## src/rtl/train_pkg.sv

```systemverilog
// train_pkg: state codes, per-state durations and timing helpers for the level-crossing sequencer
package train_pkg;
  localparam int DEF_T_WIDTH = 19;
  localparam int D_STARTUP_MS = 2000;
  localparam int D_WARN_MS = 1000;
  localparam int D_HOLD_MS = 2000;
  typedef enum logic [3:0] {
    ST_STARTUP = 4'b0000,
    ST_WAIT    = 4'b0001,
    ST_CLOSE   = 4'b0010,
    ST_WARN    = 4'b0011,
    ST_HOLD    = 4'b0100,
    ST_OPEN    = 4'b0101,
    ST_OCCUPY  = 4'b0110,
    ST_FAULT   = 4'b1111
  } state_t;
  function automatic int dur_ms(state_t s, int gate_ms);
    return s == ST_STARTUP ? D_STARTUP_MS :
           s == ST_WARN    ? D_WARN_MS :
           s == ST_HOLD    ? D_HOLD_MS :
           (s == ST_CLOSE || s == ST_OPEN) ? gate_ms : 0;
  endfunction
  function automatic logic is_timed(state_t s);
    return s inside {ST_STARTUP, ST_WARN, ST_CLOSE, ST_HOLD, ST_OPEN};
  endfunction
endpackage

```

## src/rtl/ms_countdown.sv

```systemverilog
// ms_countdown: millisecond prescaler plus loadable down-counter that saturates at zero
module ms_countdown #(
  parameter int TICK_DIV = 50000,
  parameter int T_WIDTH = 19,
  parameter logic [T_WIDTH-1:0] RST_VAL = '0
) (
  input  logic               clk,
  input  logic               rst,
  input  logic               load,
  input  logic [T_WIDTH-1:0] load_val,
  input  logic               run,
  output logic [T_WIDTH-1:0] remaining,
  output logic               expired
);
  localparam int PW = TICK_DIV > 1 ? $clog2(TICK_DIV) : 1;
  logic [PW-1:0] presc;
  logic tick;
  assign tick = run && presc == PW'(TICK_DIV - 1);
  assign expired = run && remaining == '0;
  always_ff @(posedge clk)
    if (rst) begin
      presc <= '0;
      remaining <= RST_VAL;
    end else if (load) begin
      presc <= '0;
      remaining <= load_val;
    end else begin
      presc <= !run || tick ? '0 : presc + 1'b1;
      remaining <= tick && remaining != '0 ? remaining - 1'b1 : remaining;
    end
endmodule

```

## src/rtl/crossing_sequencer.sv

```systemverilog
// crossing_sequencer: master FSM sequencing the level crossing with ms-timed states and Moore outputs
module crossing_sequencer
  import train_pkg::*;
#(
  parameter int CLK_HZ = 50_000_000,
  parameter int T_WIDTH = DEF_T_WIDTH,
  parameter int GATE_TIMEOUT_MS = 5000
) (
  input  logic               clk,
  input  logic               rst,
  input  logic               train_approach,
  input  logic               train_clear,
  input  logic               gate_closed,
  input  logic               gate_open,
  input  logic               fault_clr,
  output logic [3:0]         present_state,
  output logic               gate_cmd,
  output logic               light_on,
  output logic               alarm,
  output logic [T_WIDTH-1:0] t_remaining
);
  localparam int TICK_DIV = CLK_HZ / 1000;
  state_t state, nxt;
  logic expired;
  assign present_state = state;
  ms_countdown #(
    .TICK_DIV(TICK_DIV),
    .T_WIDTH(T_WIDTH),
    .RST_VAL(T_WIDTH'(D_STARTUP_MS))
  ) u_timer (
    .clk(clk),
    .rst(rst),
    .load(nxt != state),
    .load_val(T_WIDTH'(dur_ms(nxt, GATE_TIMEOUT_MS))),
    .run(is_timed(state)),
    .remaining(t_remaining),
    .expired(expired)
  );
  always_comb begin
    nxt = state;
    case (state)
      ST_STARTUP: nxt = expired ? ST_WAIT : ST_STARTUP;
      ST_WAIT:    nxt = train_approach ? ST_WARN : ST_WAIT;
      ST_WARN:    nxt = expired ? ST_CLOSE : ST_WARN;
      ST_CLOSE:   nxt = gate_closed ? ST_OCCUPY : expired ? ST_FAULT : ST_CLOSE;
      ST_OCCUPY:  nxt = train_clear ? ST_HOLD : ST_OCCUPY;
      ST_HOLD:    nxt = train_approach ? ST_OCCUPY : expired ? ST_OPEN : ST_HOLD;
      ST_OPEN:    nxt = gate_open ? ST_WAIT : expired ? ST_FAULT : ST_OPEN;
      ST_FAULT:   nxt = fault_clr ? ST_STARTUP : ST_FAULT;
      default:    nxt = ST_FAULT;
    endcase
  end
  always_ff @(posedge clk)
    if (rst) begin
      state <= ST_STARTUP;
      gate_cmd <= 1'b1;
      light_on <= 1'b1;
      alarm <= 1'b0;
    end else begin
      state <= nxt;
      gate_cmd <= nxt inside {ST_STARTUP, ST_CLOSE, ST_OCCUPY, ST_HOLD, ST_FAULT};
      light_on <= nxt inside {ST_STARTUP, ST_WARN, ST_CLOSE, ST_OCCUPY, ST_HOLD, ST_FAULT};
      alarm <= nxt == ST_FAULT;
    end
endmodule

```

## config.mk

```make
export PLATFORM = sky130hd
export DESIGN_NAME = crossing_sequencer
export DESIGN_NICKNAME = d
export VERILOG_FILES = /design/src/rtl/train_pkg.sv /design/src/rtl/ms_countdown.sv /design/src/rtl/crossing_sequencer.sv
export SDC_FILE = /design/constraint.sdc
export NUM_CORES = 1
export LEC_CHECK = 0
export CAP_MARGIN = 5
export CORE_MARGIN = 4
export CORE_UTILIZATION = 49
export DETAILED_ROUTE_END_ITERATION = 8
export GPL_TIMING_DRIVEN = 0
export PLACE_DENSITY_LB_ADDON = 0.15
export SLEW_MARGIN = 0
export SYNTH_ARGS = -nofsm -noshare
export SYNTH_HDL_FRONTEND = slang
export SYNTH_SLANG_ARGS = --single-unit
export TNS_END_PERCENT = 20
```

## constraint.sdc

```tcl
create_clock -name clk -period 2.3 [get_ports clk]
set_input_delay 0.46 -clock clk [delete_from_list [all_inputs] [get_ports clk]]
set_output_delay 0.46 -clock clk [all_outputs]
set_load 0.02 [all_outputs]
```

# Word level (Yosys, flattened, before mapping)
# Cells that the tools add are included.
[word_totals]
romBits = 0
ram_bits = 0
input_bits = 7
n_memories = 0
out_inout_bits = 26
elab_cells = 56
latch_bits = 0
reg_bits = 42
[op_classes]
n_reduce_logical = 15
eq_ne = 15
div = 0
muxes = 18
n_lt_le_gt_ge = 0
n_mul = 0
addsub = 2
n_shift = 0
bitwise_logic = 0
[ops]
columns = ["cell", "n"]
rows = [
  ["$mux W13", 4],
  ["$mux W19", 2],
  ["$pmux W4 S8", 1],
  ["$eq A4 B3 Y1 const B", 6],
  ["$mux W4", 5],
  ["$logic_not A19 Y1", 1],
  ["$reduce_bool A19 Y1", 1],
  ["$sub A19 B1 Y19 const B", 1],
  ["$add A16 B1 Y16 const B", 1],
  ["$eq A16 B16 Y1 const B", 1],
  ["$eq A4 B2 Y1 const B", 4],
  ["$reduce_bool A5 Y1", 2],
  ["$eq A4 B4 Y1 const B", 2],
  ["$logic_not A4 Y1", 2],
  ["$mux W2", 3],
  ["$reduce_bool A6 Y1", 1],
  ["$eq A4 B1 Y1 const B", 1],
  ["$ne A4 B4 Y1", 1],
  ["$logic_and A1 B1 Y1", 3],
  ["$mux W1", 3],
  ["$reduce_or A3 Y1", 1],
  ["$logic_or A1 B1 Y1", 2],
  ["$reduce_bool A2 Y1", 1],
  ["$logic_not A1 Y1", 1],
]

# Longest topological paths before layout
# Gate-level depths: netlist of run 1.
[depth]
word_depth = 13
mapped_depth = 12
mapped_depth_nobuf = 9

# Cells and area by module
# A second synthesis of run 1 with hierarchy kept.
[unflattened]
cells_unflattened = 289
area_unflattened_um2 = 2457.4
[by_module_without_submodules]
columns = ["mod", "cells_each", "seq_area_each_um2", "instances", "area_per_inst_um2"]
rows = [
  ["ms_countdown", 226, 700.7, 1, 1923.1],
  ["crossing_sequencer", 63, 140.1, 1, 534.3],
]

# Worst setup path before layout of run 1
# Ideal clock, no wire load.
[synth_timing]
path_type = "register -> register"
from = "reg u_timer.remaining[0]"
to = "reg u_timer.presc[10]"
arrival_time_ns = 2.567
period_less_slack_ns = 2.631
path_stages_with_launch = 13
slack_ns = -0.331
path_cell_list = "dfxtp_1 > inv_1 > ha_1 > and2b_2 > and4_1 > buf_2 > a31oi_1 > o211a_1 > nand2b_2 > or3b_2 > buf_2 > buf_6 > nor2_1"
[synth_via]
elab_chain_len = 7
elab_cells_between_ends = 13
classes_between = "1 x eq/ne; 9 x mux; 3 x reduce/logical"
[synth_lines]
columns = ["item", "line", "rtl"]
rows = [
  ["start, declared", "ms_countdown.sv:12", "output logic [T_WIDTH-1:0] remaining,"],
  ["start signal, assigned", "ms_countdown.sv:26", "remaining <= load_val;"],
  ["start signal, assigned", "ms_countdown.sv:29", "remaining <= tick && remaining != '0 ? remaining - 1'b1 : remaining;"],
  ["$logic_not A19 Y1 *", "ms_countdown.sv:19", "assign expired = run && remaining == '0;"],
  ["$logic_and A1 B1 Y1 *", "ms_countdown.sv:19", ""],
  ["$mux W1 (tied with other cells)", "crossing_sequencer.sv:42, crossing_sequencer.sv:47", ""],
  ["$mux W2 (tied with other cells)", "crossing_sequencer.sv:47", "ST_HOLD: nxt = train_approach ? ST_OCCUPY : expired ? ST_OPEN : ST_HOLD;"],
  ["$pmux W4 S8 *", "crossing_sequencer.sv:41", "case (state)"],
  ["$ne A4 B4 Y1 *", "crossing_sequencer.sv:33", ".load(nxt != state),"],
  ["$reduce_or A3 Y1 (no source line) *", "--", ""],
  ["end signal, assigned", "ms_countdown.sv:28", "presc <= !run || tick ? '0 : presc + 1'b1;"],
  ["end, declared", "ms_countdown.sv:16", "logic [PW-1:0] presc;"],
]
# Every way passes the cells marked *; elsewhere a longest branch is shown, timed or not.
# A chain may end at the register's enable or synchronous reset.

# Worst setup path after layout of run 1
[layout_timing]
from = "reg u_timer.presc[4]"
to = "reg u_timer.remaining[17]"
[layout_via]
elab_chain_len = 4
[layout_lines]
columns = ["item", "line", "rtl"]
rows = [
  ["$eq A16 B16 Y1", "ms_countdown.sv:18", "assign tick = run && presc == PW'(TICK_DIV - 1);"],
  ["$logic_and A1 B1 Y1", "ms_countdown.sv:18", ""],
  ["$logic_and A1 B1 Y1", "ms_countdown.sv:29", ""],
  ["$reduce_bool A2 Y1 (no source line)", "--", ""],
]
# Every way passes these cells.

==> metrics.yaml, run 1 <==
clock_tree:
  cts-hold-fix-buffers: 0
  cts_tree: "yes"
  cts_buffers: 5
  htree_levels: 2
  cts.clk_slew.worst_paths_ns: 0.08
  cts.sinks: 42
  clock_tree.buffer_depth: 2
  clkLatencyLatePin_ns: 0.30
  clock-root-buffer: "clkbuf_8"
detailed_routing:
  dr.pass1.iters: 4
  route.met3.wl_um: 278
  routed_wl_mm: 5.36
  highest-signal-layer: "met4"
  wl_met2_mm: 2.55
  ant_nets: 0
  via_per_inst: 5.61
  dr_total_vias: 2099
  initialDrtViolationCount: 169
  routedWlPerCell_um: 14.3
  drc: 0
  wl_met1_mm: 2.45
worst_hold_path:
  hold_class: "flop to flop"
sta:
  max_clock_freq_mhz: 423
  clock_skew_ns: 0.00663
  slew_viol_final: 0
  setup_viol: 16
  fin_crit_ns: 2.36
  fin_crit_sh_pct: 103
  tightest_slew_ns: 0.464
  finalWorstSetupSlack_ns: -0.0635
  max_slew_margin_pct: 69.1
  fin_tns_setup_ns: -0.584
  rsz0062_at_grt: "true"
  finalHoldViolations: 0
placed_design:
  place_congestion: 0.856
  portBuffers: 32
  pre_cts_slack_ns: -0.612
  hpwlAfterDp_mm: 3.75
  place.detailed.instances: 356
  place_area_um2: 2780
grt:
  grt.overflow.total: 0
  grt_first_pass_wirelength_mm: 9.45
  antenna_found_initial: 0
  grt_util_all_layers_pct: 19.0
  grt_max_degree: 15
  grt_pass1_vias: 2045
setup_path:
  cp_slowest_cell: "or4bb_4"
  cpMostUsedCell: "nor4_4"
  required_ns: 2.50
  crit_family: "simple AND/OR/NAND/NOR gates"
  start_kind: "flop"
  worst-setup-path-type: "flop to flop"
  path_cells: "or4bb_4, nor4_4, buf_4, nand2_4, or4_4, nor4_4, xnor2_1, nor2_2"
  cp_num_buf_inv: 1
  endpoint_kind: "flop"
  arrival_ns: 2.56
  cpPeakStageDelay_ns: 0.55
  worst-path-max-fanout: 5
yosys:
  ys_seq_elements: 42
  syn_inst: 272
  netlist_area_um2: 2350
  syn_nets: 282
  ys_seq_area_share_pct: 35.8
  yosysUniqueCellTypes: 56
  async_flop_share_pct: 0
  avgSynthCellArea_um2: 8.63
  synthFlopType: "dfxtp_1"
  yosysWarnings: 0
  synth_edf_count: 0
finish:
  fin_nets: 331
  ff_latch_area_um2: 853
  fin_cells: 374
  final_util_pct: 69.6
  area_delta_synth_final_pct: 33.7
  insertedDiodeCount: 0
  multiInputGateArea_um2: 1560
  n_fill_cell: 367
  final_area_um2: 3140
  drive_gt1_share_pct: 23.9
job:
  maxCapViolations: 0
die:
  core_um2: 4500
  die_w_um: 77.2
  rows: 24
  io_pins: 33
  die_h_um: 77.2
  initial_core_util_pct: 52.1
  die_area_um2: 5960
power:
  leakage_nw: 1.06
  vdd_drop_max_v: 0.000296
  powerDensity_nw_per_um2: 424
status:
  status: "finished, violations left"
  violations: "setup timing"
-- final timing paths --
path,startpoint,to,slack [ns],cells past startpoint
min reg2reg,u_timer.presc[0]$_SDFF_PP0_,u_timer.presc[0]$_SDFF_PP0_,0.47,1
max,u_timer.presc[4]$_SDFF_PP0_,u_timer.remaining[17]$_SDFFE_PP0P_,-0.06,8
min,u_timer.presc[0]$_SDFF_PP0_,u_timer.presc[0]$_SDFF_PP0_,0.47,1
max reg2reg,u_timer.presc[4]$_SDFF_PP0_,u_timer.remaining[17]$_SDFFE_PP0P_,-0.06,8
-- logic make-up after synthesis --
group           count (synthesis)  share of synthesized area [%]
compound gates                 44                           13.5
xor+xnor                       30                           11.2
fa+ha+maj                       3                           1.60
buf+inv                        20                           5.33
flops                          42                           35.8
simple gates                  133                           32.5
-- what timing repair did --
item,4_1_cts,5_1_grt
endpoints found under the setup margin,30,34
setup buffers,9,2
resized for setup,30,10
pin swaps,17,4
endpoints found under the hold margin,0,0
-- worst reg2reg max path: cells and delay by family, from the launching register on --
kind	cells	cell delay, ns
XOR/XNOR	1	0.16
buffers and inverters	1	0.19
flip-flops	1	0.35
AND/OR/NAND/NOR	6	1.58
-- where the power goes --
group	switching [mW]	internal (mW)	leakage [nW]	total [mW]
clock network	0.269	0.282	0.0567	0.551
registers	0.00437	0.729	0.343	0.733
logic	0.0246	0.0214	0.656	0.0461
-- layer usage --
metal  up-vias  global-route usage (%)
met1       964                    25.6
met3         9                    3.63
met5         -                       0
met4         0                    6.23
li1       1067                       -
met2        59                    30.6
-- synth_stat cells, types with 2 or more instances --
cell type / n / area, um2
or2_2: 2 / 12.5
buf_6: 2 / 22.5
o2111ai_1: 2 / 17.5
o21a_1: 3 / 22.5
clkbuf_8: 3 / 41.3
or3_1: 2 / 12.5
a31oi_1: 7 / 43.8
dfxtp_1: 42 / 841
nand4b_1: 2 / 17.5
nand3b_1: 3 / 22.5
nand2_1: 22 / 82.6
o21ai_0: 3 / 15.0
nor3_1: 8 / 40.0
clkbuf_1: 4 / 15.0
and2_1: 2 / 12.5
nor3b_1: 2 / 15.0
a21o_1: 3 / 22.5
and4_1: 2 / 17.5
or4bb_1: 3 / 33.8
a211o_1: 4 / 35.0
a211oi_1: 7 / 52.6
nor4_4: 2 / 42.5
a21oi_1: 5 / 25.0
inv_1: 7 / 26.3
nand2b_1: 2 / 12.5
nand3_1: 7 / 35.0
buf_2: 4 / 20.0
nor2_1: 48 / 180
nor4_1: 3 / 18.8
nor3_2: 2 / 20.0
xnor2_1: 16 / 140
xor2_1: 14 / 123
ha_1: 3 / 37.5
or4_4: 3 / 33.8
nor4_2: 2 / 25.0
nand4_1: 6 / 37.5
-- stage by stage --
| step | power (mW) | hold WS [ns] |
|---|---|---|
| after floorplan | 0.777 | 0.430 |
| final | 1.33 | 0.468 |
| after global routing | 1.38 | 0.521 |
| after CTS | 1.35 | 0.477 |
| after detailed placement | 0.798 | 0.456 |
| after global placement | 0.798 | 0.446 |
-- flip-flops by register name (all words and copies together) (netlist names) --
signal	flops
light_on	1
u_timer.presc	16
gate_cmd	1
present_state	4
alarm	1
u_timer.remaining	19
-- cells in the final DEF, fill, tap and decap left out, types with 6 or more instances in the layout --
cell type	instances
xor2_1	14
clkbuf_8	9
nand2_1	22
clkdlybuf4s50_1	31
xnor2_1	16
a31oi_1	6
nor2_1	47
buf_4	10
nand4_1	6
dfxtp_1	36
-- final cells by class --
type	count	area share (%)
tap	52	2.08
multi-input combinational	210	49.6
clock inverter	2	0.439
buffer	12	3.75
clock buffer	6	2.99
sequential	42	27.2
inverter	7	0.998
timing repair buffer	43	12.9
Power figures use the tool's default switching activity.
==> run 2: changes to the inputs <==
--- a/config.mk
+++ b/config.mk
@@ -11,7 +11,7 @@
 export DETAILED_ROUTE_END_ITERATION = 8
 export GPL_TIMING_DRIVEN = 0
 export PLACE_DENSITY_LB_ADDON = 0.15
-export SLEW_MARGIN = 0
+export SLEW_MARGIN = 20
 export SYNTH_ARGS = -nofsm -noshare
 export SYNTH_HDL_FRONTEND = slang
 export SYNTH_SLANG_ARGS = --single-unit
==> results of run 2 <==
Same layout as run 1: the final DEF is identical, and so are final timing and power.
==> run 3: changes to the inputs <==
--- a/config.mk
+++ b/config.mk
@@ -7,7 +7,7 @@
 export LEC_CHECK = 0
 export CAP_MARGIN = 5
 export CORE_MARGIN = 4
-export CORE_UTILIZATION = 49
+export CORE_UTILIZATION = 35
 export DETAILED_ROUTE_END_ITERATION = 8
 export GPL_TIMING_DRIVEN = 0
 export PLACE_DENSITY_LB_ADDON = 0.15
==> run 3 against run 2 <==
  * The run still ends with setup timing left
  * Critical path depth unchanged
  * Final area increased by 5.5%
  * Register-to-register slack got worse by 0.04 ns
  * Total power rose by 3.5%
  * Worst hold slack improved by 0.019 ns
==> metrics.yaml, run 3 (synthesis gave the netlist of run 1 again) <==
status:
  status: "finished, violations left"
  violations: "setup timing"
clock_tree:
  cts.sinks: 42
  cts-hold-fix-buffers: 0
  clkLatencyLatePin_ns: 0.30
  cts_tree: "yes"
  cts.clk_slew.worst_paths_ns: 0.09
  clock_tree.buffer_depth: 2
  htree_levels: 2
  clock-root-buffer: "clkbuf_8"
  cts_buffers: 5
sta:
  setup_viol: 7
  fin_crit_ns: 2.40
  max_slew_margin_pct: 66.8
  finalWorstSetupSlack_ns: -0.103
  max_clock_freq_mhz: 416
  clock_skew_ns: 0.00662
  fin_crit_sh_pct: 104
  rsz0062_at_grt: "true"
  tightest_slew_ns: 0.496
  slew_viol_final: 0
  finalHoldViolations: 0
finish:
  largest_register_ffs: 19
  final_util_pct: 51.5
  fin_nets: 338
  area_delta_synth_final_pct: 41.0
  insertedDiodeCount: 0
  n_fill_cell: 610
  largest-register: "u_timer.remaining"
  drive_gt1_share_pct: 30.4
  multiInputGateArea_um2: 1640
  final_cell_mix: "nor2_1 (38), dfxtp_1 (34), clkdlybuf4s50_1 (31)"
  ff_latch_area_um2: 858
  final_area_um2: 3310
  final_common_cell: "nor2_1"
grt:
  grt_util_all_layers_pct: 13.9
  grt_pass1_vias: 1978
  grt.overflow.total: 0
  grt_max_degree: 14
  antenna_found_initial: 0
  grt_first_pass_wirelength_mm: 9.31
worst_hold_path:
  hold_end: "u_timer.presc[0]$_SDFF_PP0_"
  hp-start: "u_timer.presc[0]$_SDFF_PP0_"
  hold_depth: 1
  hold_class: "flop to flop"
setup_path:
  worst-path-max-fanout: 4
  arrival_ns: 2.61
  cp_slowest_cell: "or4bb_4"
  path_cells: "or4bb_4, nor4_4, buf_4, nand2_4, or4_4, nor4_4, xnor2_1, nor2_2"
  cpMostUsedCell: "nor4_4"
  required_ns: 2.50
  worst-setup-path-type: "flop to flop"
  cpPeakStageDelay_ns: 0.54
  regToRegSetupSlack_ns: -0.10
  reg2reg_from: "u_timer.presc[15]$_SDFF_PP0_"
  cp_num_buf_inv: 1
  crit_family: "simple AND/OR/NAND/NOR gates"
  endpoint_kind: "flop"
  rr_endpoint: "u_timer.remaining[17]$_SDFFE_PP0P_"
  start_kind: "flop"
  r2r_cells: 8
detailed_routing:
  via_per_inst: 5.20
  ant_nets: 0
  initialDrtViolationCount: 78
  routedWlPerCell_um: 14.1
  dr.pass1.iters: 4
  routed_wl_mm: 5.74
  drc: 0
  dr_total_vias: 2113
power:
  vdd_drop_max_v: 0.000338
  sequentialPowerShare_pct: 53.2
  p_total_mw: 1.38
  swShare_pct: 21.6
  leakage_nw: 1.10
  p_int_mw: 1.08
  pwr-share-comb_pct: 4.1
  p_switching_uw: 297
  pwr-share-clk_pct: 42.7
  powerDensity_nw_per_um2: 416
die:
  die_h_um: 89.9
  rows: 29
  die_area_um2: 8080
  core_um2: 6420
  die_w_um: 89.9
  initial_core_util_pct: 36.5
  io_pins: 33
job:
  maxCapViolations: 0
placed_design:
  hpwlAfterDp_mm: 3.99
  place_congestion: 0.796
  place_area_um2: 2810
  portBuffers: 32
-- run 3: changes by cell type in the layout (fill, tap and decap cells not counted), sizes merged --
cell    previous run  this run
clkbuf            14        12
buf               15        24
clkinv             1         0
bufinv             0         1
-- run 3: layout make-up --
type                            instances  area share (%)
Multi-Input combinational cell        210            49.6
Sequential cell                        42            26.0
Tap cell                               77            2.91
Buffer                                 12            3.33
Inverter                                7           0.946
Clock inverter                          2            1.10
Timing Repair Buffer                   50            14.0
Clock buffer                            6            2.19
-- run 3: per-layer routing --
| metal | vias to the layer above | wire, um | track usage [%] |
|---|---|---|---|
| met2 | 32 | 2780 | 23.8 |
| met4 | 0 | 66 | 4.21 |
| met3 | 7 | 199 | 2.92 |
| li1 | 1076 | - | - |
| met5 | - | 0 | 0 |
| met1 | 998 | 2690 | 17.6 |
-- run 3: worst max path at each step --
stage                                           start  cells past startpoint                            endpoint
floorplan           u_timer.remaining[0]$_SDFFE_PP0P_                     12        u_timer.presc[10]$_SDFF_PP0_
global placement                          gate_closed                      8  u_timer.remaining[12]$_SDFFE_PP0P_
detailed placement                        gate_closed                      8  u_timer.remaining[12]$_SDFFE_PP0P_
CTS                 u_timer.remaining[2]$_SDFFE_PP0P_                      8  u_timer.remaining[17]$_SDFFE_PP0P_
global route             u_timer.presc[15]$_SDFF_PP0_                      8  u_timer.remaining[17]$_SDFFE_PP0P_
finish                   u_timer.presc[15]$_SDFF_PP0_                      8  u_timer.remaining[17]$_SDFFE_PP0P_
-- run 3: metrics by stage --
stage                     setup WS [ns]  hold WS (ns)  TNS [ns]  instances
after floorplan                 -0.0354         0.430    -0.281        272
after global placement           -0.595         0.447    -15.34        381
after detailed placement         -0.565         0.463    -15.13        381
after CTS                       -0.0555         0.481    -0.197        402
after global routing             -0.164         0.504     -2.22        406
final                            -0.103         0.488    -0.226        406
-- run 3: power by group through the flow --
stage	Combinational, mW	Clock (mW)	Sequential, mW
after global routing	0.0605	0.634	0.734
final	0.0562	0.587	0.733
after global placement	0.0474	0	0.750
after floorplan	0.0273	0	0.750
after detailed placement	0.0487	0	0.751
after CTS	0.0529	0.611	0.733
-- run 3: timing repair --
action,CTS,global route
endpoints found under the setup margin,31,30
buffers inserted,13,4
endpoints found under the hold margin,0,0
pin swaps,17,15
resized for setup,25,39
cloned,1,0
-- run 3: worst reg2reg max path, stage by stage, from the launching register on --
cell     delay (ns)
dfxtp_2        0.34
or4bb_4        0.54
nor4_4         0.26
buf_4          0.20
nand2_4        0.08
or4_4          0.53
nor4_4         0.16
xnor2_1        0.16
nor2_2         0.04
